## src/rtl/miner_pkg.sv

```systemverilog
// Shared definitions for the mining datapath (hash core, comparator, nonce sequencer).
// Contents: sequencer state encoding, default nonce/hash widths, busy-state helper.
// No ports; imported with "import miner_pkg::*".
package miner_pkg;

    localparam int NONCE_W_DEF = 32;
    localparam int HASH_W_DEF  = 24;

    typedef enum logic [1:0] {
        IDLE  = 2'd0,
        ISSUE = 2'd1,
        WAIT  = 2'd2,
        DONE  = 2'd3
    } seq_state_e;

    // ISSUE and WAIT together make up an in-flight search.
    function automatic logic state_is_busy(input seq_state_e s);
        return (s == ISSUE) || (s == WAIT);
    endfunction

endpackage

```

## src/rtl/seq_watchdog.sv

```systemverilog
// Response watchdog: counts cycles spent waiting for a comparator verdict.
// Ports: clk, reset (sync, active-low), clr_i (zero the count), en_i (advance by one),
//        expired_o (count has reached TIMEOUT_CYC-1; combinational from the count).
module seq_watchdog #(
    parameter int TIMEOUT_CYC = 64
) (
    input  logic clk,
    input  logic reset,
    input  logic clr_i,
    input  logic en_i,
    output logic expired_o
);

    localparam int CW = $clog2(TIMEOUT_CYC);

    logic [CW-1:0] cnt_q;
    logic [CW-1:0] cnt_d;

    always_comb begin
        cnt_d = cnt_q;
        if (clr_i) begin
            cnt_d = '0;
        end else if (en_i) begin
            cnt_d = cnt_q + CW'(1);
        end
    end

    always_ff @(posedge clk) begin
        if (!reset) begin
            cnt_q <= '0;
        end else begin
            cnt_q <= cnt_d;
        end
    end

    assign expired_o = (cnt_q == CW'(TIMEOUT_CYC - 1));

endmodule

```

## src/rtl/nonce_sequencer.sv

```systemverilog
// Nonce sequencer: issues nonces to the hash core and reacts to the comparator's verdicts
// until a hit, range exhaustion, response timeout or abort.
// Ports: clk, reset (sync, active-low); start/abort control; nonce_base/nonce_last range;
//        valid/next/h from the comparator; nonce/hash_start to the hash core;
//        busy/found/exhausted/timeout status; found_nonce/found_hash result.
// Optional: define NONCE_SEQ_STATS_EN to add the saturating 'attempts' verdict counter port.
module nonce_sequencer
    import miner_pkg::*;
#(
    parameter int NONCE_W     = NONCE_W_DEF,
    parameter int HASH_W      = HASH_W_DEF,
    parameter int TIMEOUT_CYC = 64
) (
    input  logic               clk,
    input  logic               reset,
    input  logic               start,
    input  logic               abort,
    input  logic [NONCE_W-1:0] nonce_base,
    input  logic [NONCE_W-1:0] nonce_last,
    input  logic               valid,
    input  logic               next,
    input  logic [HASH_W-1:0]  h,
    output logic [NONCE_W-1:0] nonce,
    output logic               hash_start,
    output logic               busy,
    output logic               found,
    output logic               exhausted,
    output logic               timeout,
    output logic [NONCE_W-1:0] found_nonce,
    output logic [HASH_W-1:0]  found_hash
`ifdef NONCE_SEQ_STATS_EN
    ,
    output logic [NONCE_W-1:0] attempts
`endif
);

    seq_state_e         state_q, state_d;
    logic [NONCE_W-1:0] nonce_q, nonce_d;
    logic [NONCE_W-1:0] last_q, last_d;
    logic               found_q, found_d;
    logic               exhausted_q, exhausted_d;
    logic               timeout_q, timeout_d;
    logic [NONCE_W-1:0] found_nonce_q, found_nonce_d;
    logic [HASH_W-1:0]  found_hash_q, found_hash_d;

    logic launch;
    logic verdict;
    logic wd_clr;
    logic wd_en;
    logic wd_expired;

    seq_watchdog #(
        .TIMEOUT_CYC (TIMEOUT_CYC)
    ) u_watchdog (
        .clk       (clk),
        .reset     (reset),
        .clr_i     (wd_clr),
        .en_i      (wd_en),
        .expired_o (wd_expired)
    );

    // A start is only honoured when idle or done, and abort always wins over it.
    assign launch  = start && !abort && ((state_q == IDLE) || (state_q == DONE));
    assign verdict = (state_q == WAIT) && (valid || next);

    always_comb begin
        state_d       = state_q;
        nonce_d       = nonce_q;
        last_d        = last_q;
        found_d       = found_q;
        exhausted_d   = exhausted_q;
        timeout_d     = timeout_q;
        found_nonce_d = found_nonce_q;
        found_hash_d  = found_hash_q;
        wd_clr        = 1'b0;
        wd_en         = 1'b0;

        case (state_q)
            ISSUE: begin
                wd_clr  = 1'b1;
                state_d = WAIT;
            end
            WAIT: begin
                if (valid) begin
                    found_d       = 1'b1;
                    found_nonce_d = nonce_q;
                    found_hash_d  = h;
                    state_d       = DONE;
                end else if (next && (nonce_q == last_q)) begin
                    exhausted_d = 1'b1;
                    state_d     = DONE;
                end else if (next) begin
                    // Wraps naturally through all-ones to zero.
                    nonce_d = nonce_q + NONCE_W'(1);
                    state_d = ISSUE;
                end else if (wd_expired) begin
                    timeout_d = 1'b1;
                    state_d   = DONE;
                end else begin
                    wd_en = 1'b1;
                end
            end
            default: ;
        endcase

        if (launch) begin
            nonce_d     = nonce_base;
            last_d      = nonce_last;
            found_d     = 1'b0;
            exhausted_d = 1'b0;
            timeout_d   = 1'b0;
            state_d     = ISSUE;
        end

        // Abort drops the status flags but leaves the last result readable.
        if (abort) begin
            found_d     = 1'b0;
            exhausted_d = 1'b0;
            timeout_d   = 1'b0;
            state_d     = IDLE;
        end
    end

    always_ff @(posedge clk) begin
        if (!reset) begin
            state_q       <= IDLE;
            nonce_q       <= '0;
            last_q        <= '0;
            found_q       <= 1'b0;
            exhausted_q   <= 1'b0;
            timeout_q     <= 1'b0;
            found_nonce_q <= '0;
            found_hash_q  <= '0;
        end else begin
            state_q       <= state_d;
            nonce_q       <= nonce_d;
            last_q        <= last_d;
            found_q       <= found_d;
            exhausted_q   <= exhausted_d;
            timeout_q     <= timeout_d;
            found_nonce_q <= found_nonce_d;
            found_hash_q  <= found_hash_d;
        end
    end

    assign nonce       = nonce_q;
    assign hash_start  = (state_q == ISSUE);
    assign busy        = state_is_busy(state_q);
    assign found       = found_q;
    assign exhausted   = exhausted_q;
    assign timeout     = timeout_q;
    assign found_nonce = found_nonce_q;
    assign found_hash  = found_hash_q;

`ifdef NONCE_SEQ_STATS_EN
    logic [NONCE_W-1:0] attempts_q, attempts_d;

    always_comb begin
        attempts_d = attempts_q;
        if (launch) begin
            attempts_d = '0;
        end else if (verdict && (attempts_q != '1)) begin
            attempts_d = attempts_q + NONCE_W'(1);
        end
    end

    always_ff @(posedge clk) begin
        if (!reset) begin
            attempts_q <= '0;
        end else begin
            attempts_q <= attempts_d;
        end
    end

    assign attempts = attempts_q;
`else
    // Verdict tracking only feeds the optional counter.
    logic unused_verdict;
    assign unused_verdict = verdict;
`endif

endmodule

```

## config.mk

```make
export PLATFORM = sky130hd
export DESIGN_NAME = nonce_sequencer
export DESIGN_NICKNAME = d
export VERILOG_FILES = /design/src/rtl/miner_pkg.sv /design/src/rtl/seq_watchdog.sv /design/src/rtl/nonce_sequencer.sv
export SDC_FILE = /design/constraint.sdc
export NUM_CORES = 1
export LEC_CHECK = 0
export BUFFER_PORTS_ARGS = -buffer_cell sky130_fd_sc_hd__buf_2
export CORE_MARGIN = 2
export CORE_UTILIZATION = 25
export CTS_BUF_LIST = sky130_fd_sc_hd__clkbuf_16
export CTS_CLUSTER_SIZE = 24
export DETAILED_ROUTE_END_ITERATION = 10
export MAX_ROUTING_LAYER = met4
export PLACE_DENSITY = 0.5
export REMOVE_ABC_BUFFERS = 1
export SETUP_SLACK_MARGIN = 0.2
export SYNTH_ARGS = -nofsm -noshare
export SYNTH_HDL_FRONTEND = slang
export SYNTH_SLANG_ARGS = --single-unit
```

## constraint.sdc

```tcl
create_clock -name clk -period 4.29 [get_ports clk]
set_input_delay 0.6435 -clock clk [delete_from_list [all_inputs] [get_ports clk]]
set_output_delay 0.6435 -clock clk [all_outputs]
set_load 0.01 [all_outputs]
```

==> run_results.csv <==
group,metric,value,unit
cts,htreeDepth,4,
sta,period_minus_slack,2.57,ns
worst_setup_path,crit_cells,6,
routing,vias_per_cell,4.47,
sta,slew_viol_final,0,
global_route,grtUsageMet2,0.245,
global_route,grtUsageMet1,0.211,
routing,drtPass1Iterations,6,
pwr,clkPwrFrac,0.463,
pwr,p_leak,2.97,nW
logic_synthesis,yosysTopAreaCell,"dfxtp_1",
worst_setup_path,arrival,2.84,ns
cts,post_cts_buffers,0,
sta,worst_slack,1.72,ns
pwr,seqPwrFrac,0.441,
hold_path,min_delay_worst_endpoint,"found_nonce[9]",
worst_setup_path,worst-path-buf-inv,0,
pwr,ir_worst_vdd,0.205,mV
cts,postCtsHoldBufs,0,
pwr,switching_share,0.261,
worst_setup_path,endpoint_kind,"flop",
pwr,total_power,3.01,mW
global_route,grt_pass1_wl,29300,um
logic_synthesis,ys_warn_count,0,
logic_synthesis,yosysSeqAreaShare,0.446,
sta,finalHoldViolations,0,
sta,period_share,0.599,
finish,nets,984,
logic_synthesis,synth-edff-count,0,
global_route,grt_overflow,0,
cts,cts-resized-gates,0,
cts,cts_max_path_buffers,2,
global_route,gr-usage-met3,0.0432,
routing,via_count,5449,
logic_synthesis,netlist_instances,726,
floorplan,io_pins,187,
hold_path,hp-start,"found_nonce[9]",
routing,drt_iter0_drc,242,
global_route,busiest_layer,"met2",
floorplan,core,23300,um^2
worst_setup_path,crit_family,"simple AND/OR/NAND/NOR gates",
worst_setup_path,timing.rr.end,"nonce[13]",
logic_synthesis,yosys-top-cells-count,"nand2_1 (187), dfxtp_1 (131), a21oi_1 (102)",
global_route,track_usage,0.160,
worst_setup_path,regToRegStartpoint,"nonce[23]",
worst_setup_path,critPathMaxStageDelay,0.67,ns
job,drv_cap,0,
global_route,grt_antenna_before_repair,1,
worst_setup_path,path_class,"reg -> reg",
sta,skew,0.0113,ns
worst_setup_path,ff2ff_setup_slack,1.72,ns
hold_path,hp-class,"reg -> reg",
routing,drc,0,
floorplan,die_area,24800,um^2
hold_path,hold_depth,2,
cts,cts.clk_slew.worst_paths,0.06,ns
finish,fin_util,0.326,
finish,fillers,2585,
logic_synthesis,synth-seq-cells,131,
finish,area_delta_synth_final,29.0,%
cts,numCtsBuffers,17,
worst_setup_path,crit_path_start_kind,"flop",
cts,cts_root_buffer,"clkbuf_16",
pwr,powerDensity,397,nW/um^2
worst_setup_path,crit_path_max_fanout,14,
finish,multi_input_area,2960,um^2
cts,clock_sinks,131,
worst_setup_path,cpMostUsedCell,"a311oi_1",
place,port-buffer-count,186,
logic_synthesis,yosys-top-cells-area,"dfxtp_1 (45%), nand2_1 (12%), a21oi_1 (8.7%), xnor2_1 (5.7%), nand4_1 (2.3%)",
pwr,power_frac_comb,0.097,
worst_setup_path,required,4.56,ns
sta,setup_viol,0,
sta,relSlewSlack,0.373,
floorplan,fp-row-count,56,
outcome,status,"complete, no violations",
global_route,first_global_vias,5084,
sta,worst_pin_slew,0.938,ns
place,place_inst,1186,
worst_setup_path,path_cells,"xnor2_1, nand4_1, nor4_4, a21oi_2, a311oi_1, a311oi_1",
sta,tns,0,ns
worst_setup_path,slowest_stage,"nor4_4",
logic_synthesis,synth_most_common_cell,"nand2_1",
place,place_ws,1.44,ns
sta,rsz0062_at_grt,"false",
routing,wl_per_cell,15.7,um
cts,cts_tree,"yes",
logic_synthesis,synth_top_area_frac,0.446,
cts,insertion_delay,0.42,ns
floorplan,die_x,157,um
pwr,switching_power,788,uW
logic_synthesis,synthFlopType,"dfxtp_1",
finish,stdcell_count,1218,
worst_setup_path,r2r_cells,6,
floorplan,dieHeight,157,um
sta,clock.fmax,389,MHz
floorplan,start_util,0.253,
routing,wl,19100,um
place,gp_congestion,0.782,
finish,drive_above_1_share,0.275,
logic_synthesis,async_flop_share,0,
global_route,grt_max_degree,52,
finish,register_area,2620,um^2
logic_synthesis,syn-cell-area,5890,um^2
routing,ant_nets,0,
logic_synthesis,avgSynthCellArea,8.11,um^2
place,hpwl,13200,um
pwr,internal_power,2.23,mW
logic_synthesis,ys_types,54,
[worst max path at each step]
stage / start / endpoint
after detailed placement: reset / last_q[13]
after global placement: reset / found_hash[16]
after CTS: nonce[23] / nonce[13]
after floorplan: state_q[0] / nonce[8]
final: nonce[23] / nonce[13]
after global routing: nonce[23] / nonce[13]
[state kept, by name (all words and copies together) (netlist names)]
register,count
nonce,32
u_watchdog.cnt_q,6
timeout,1
exhausted,1
found_nonce,32
found_hash,24
last_q,32
found,1
state_q,2
[power by group through the flow]
stage,Sequential [mW],Combinational [mW],Clock [mW]
after floorplan,1.34,0.156,0
after global placement,1.36,0.295,0
after detailed placement,1.36,0.296,0
after CTS,1.33,0.298,1.44
after global routing,1.34,0.327,1.50
final,1.33,0.292,1.39
[per-stage QoR]
| stage | instance area [um^2] | hold slack, ns |
|---|---|---|
| 2_1_floorplan | 5620 | 0.449 |
| 5_1_grt | 7590 | 0.438 |
| 4_1_cts | 7590 | 0.433 |
| 3_5_place_dp | 7040 | 0.443 |
| 3_3_place_gp | 7040 | 0.439 |
| 6_report | 7590 | 0.448 |
[layout make-up]
class / instances / share of cell area
multi-input cells: 527 / 0.389
flip-flops and latches: 131 / 0.345
repair buffers: 194 / 0.132
clock buffers: 17 / 0.0560
well taps: 319 / 0.0526
clock inverters: 14 / 0.0165
inverters: 15 / 0.00758
diodes: 1 / 0.000330
[tightest hold or removal path: stages, from the launching register on]
cell     delay (ns)
dfxtp_1        0.30
nand2_1        0.05
a21oi_1        0.05
[cell usage in the layout (no fill, tap or decap), types with 10 or more instances in the layout]
master and count:
o21ai_0 27, nand4_1 22, a211oi_1 14, a31oi_1 10
dfxtp_1 131, nor2_1 21, xnor2_1 38, inv_1 17
nand2_1 186, buf_2 186, and3_1 11, nand3_1 11
a21oi_1 102, clkbuf_16 17
[logic make-up after synthesis]
family / count (synthesis) / synth area share
AOI/OAI and AO/OA: 177 / 0.173
xor gates and xnor gates: 45 / 0.0708
adders and majority gates: 4 / 0.00850
DFF: 131 / 0.446
and+or+nand+nor: 298 / 0.243
muxes: 3 / 0.00510
buffers and inverters: 68 / 0.0540
[metal layers]
layer	routed length, um	vias up
li1	-	2817
met1	9310	2498
met2	8640	128
met3	1010	6
met4	128	0
met5	0	-
(Power assumes the default switching activity.)
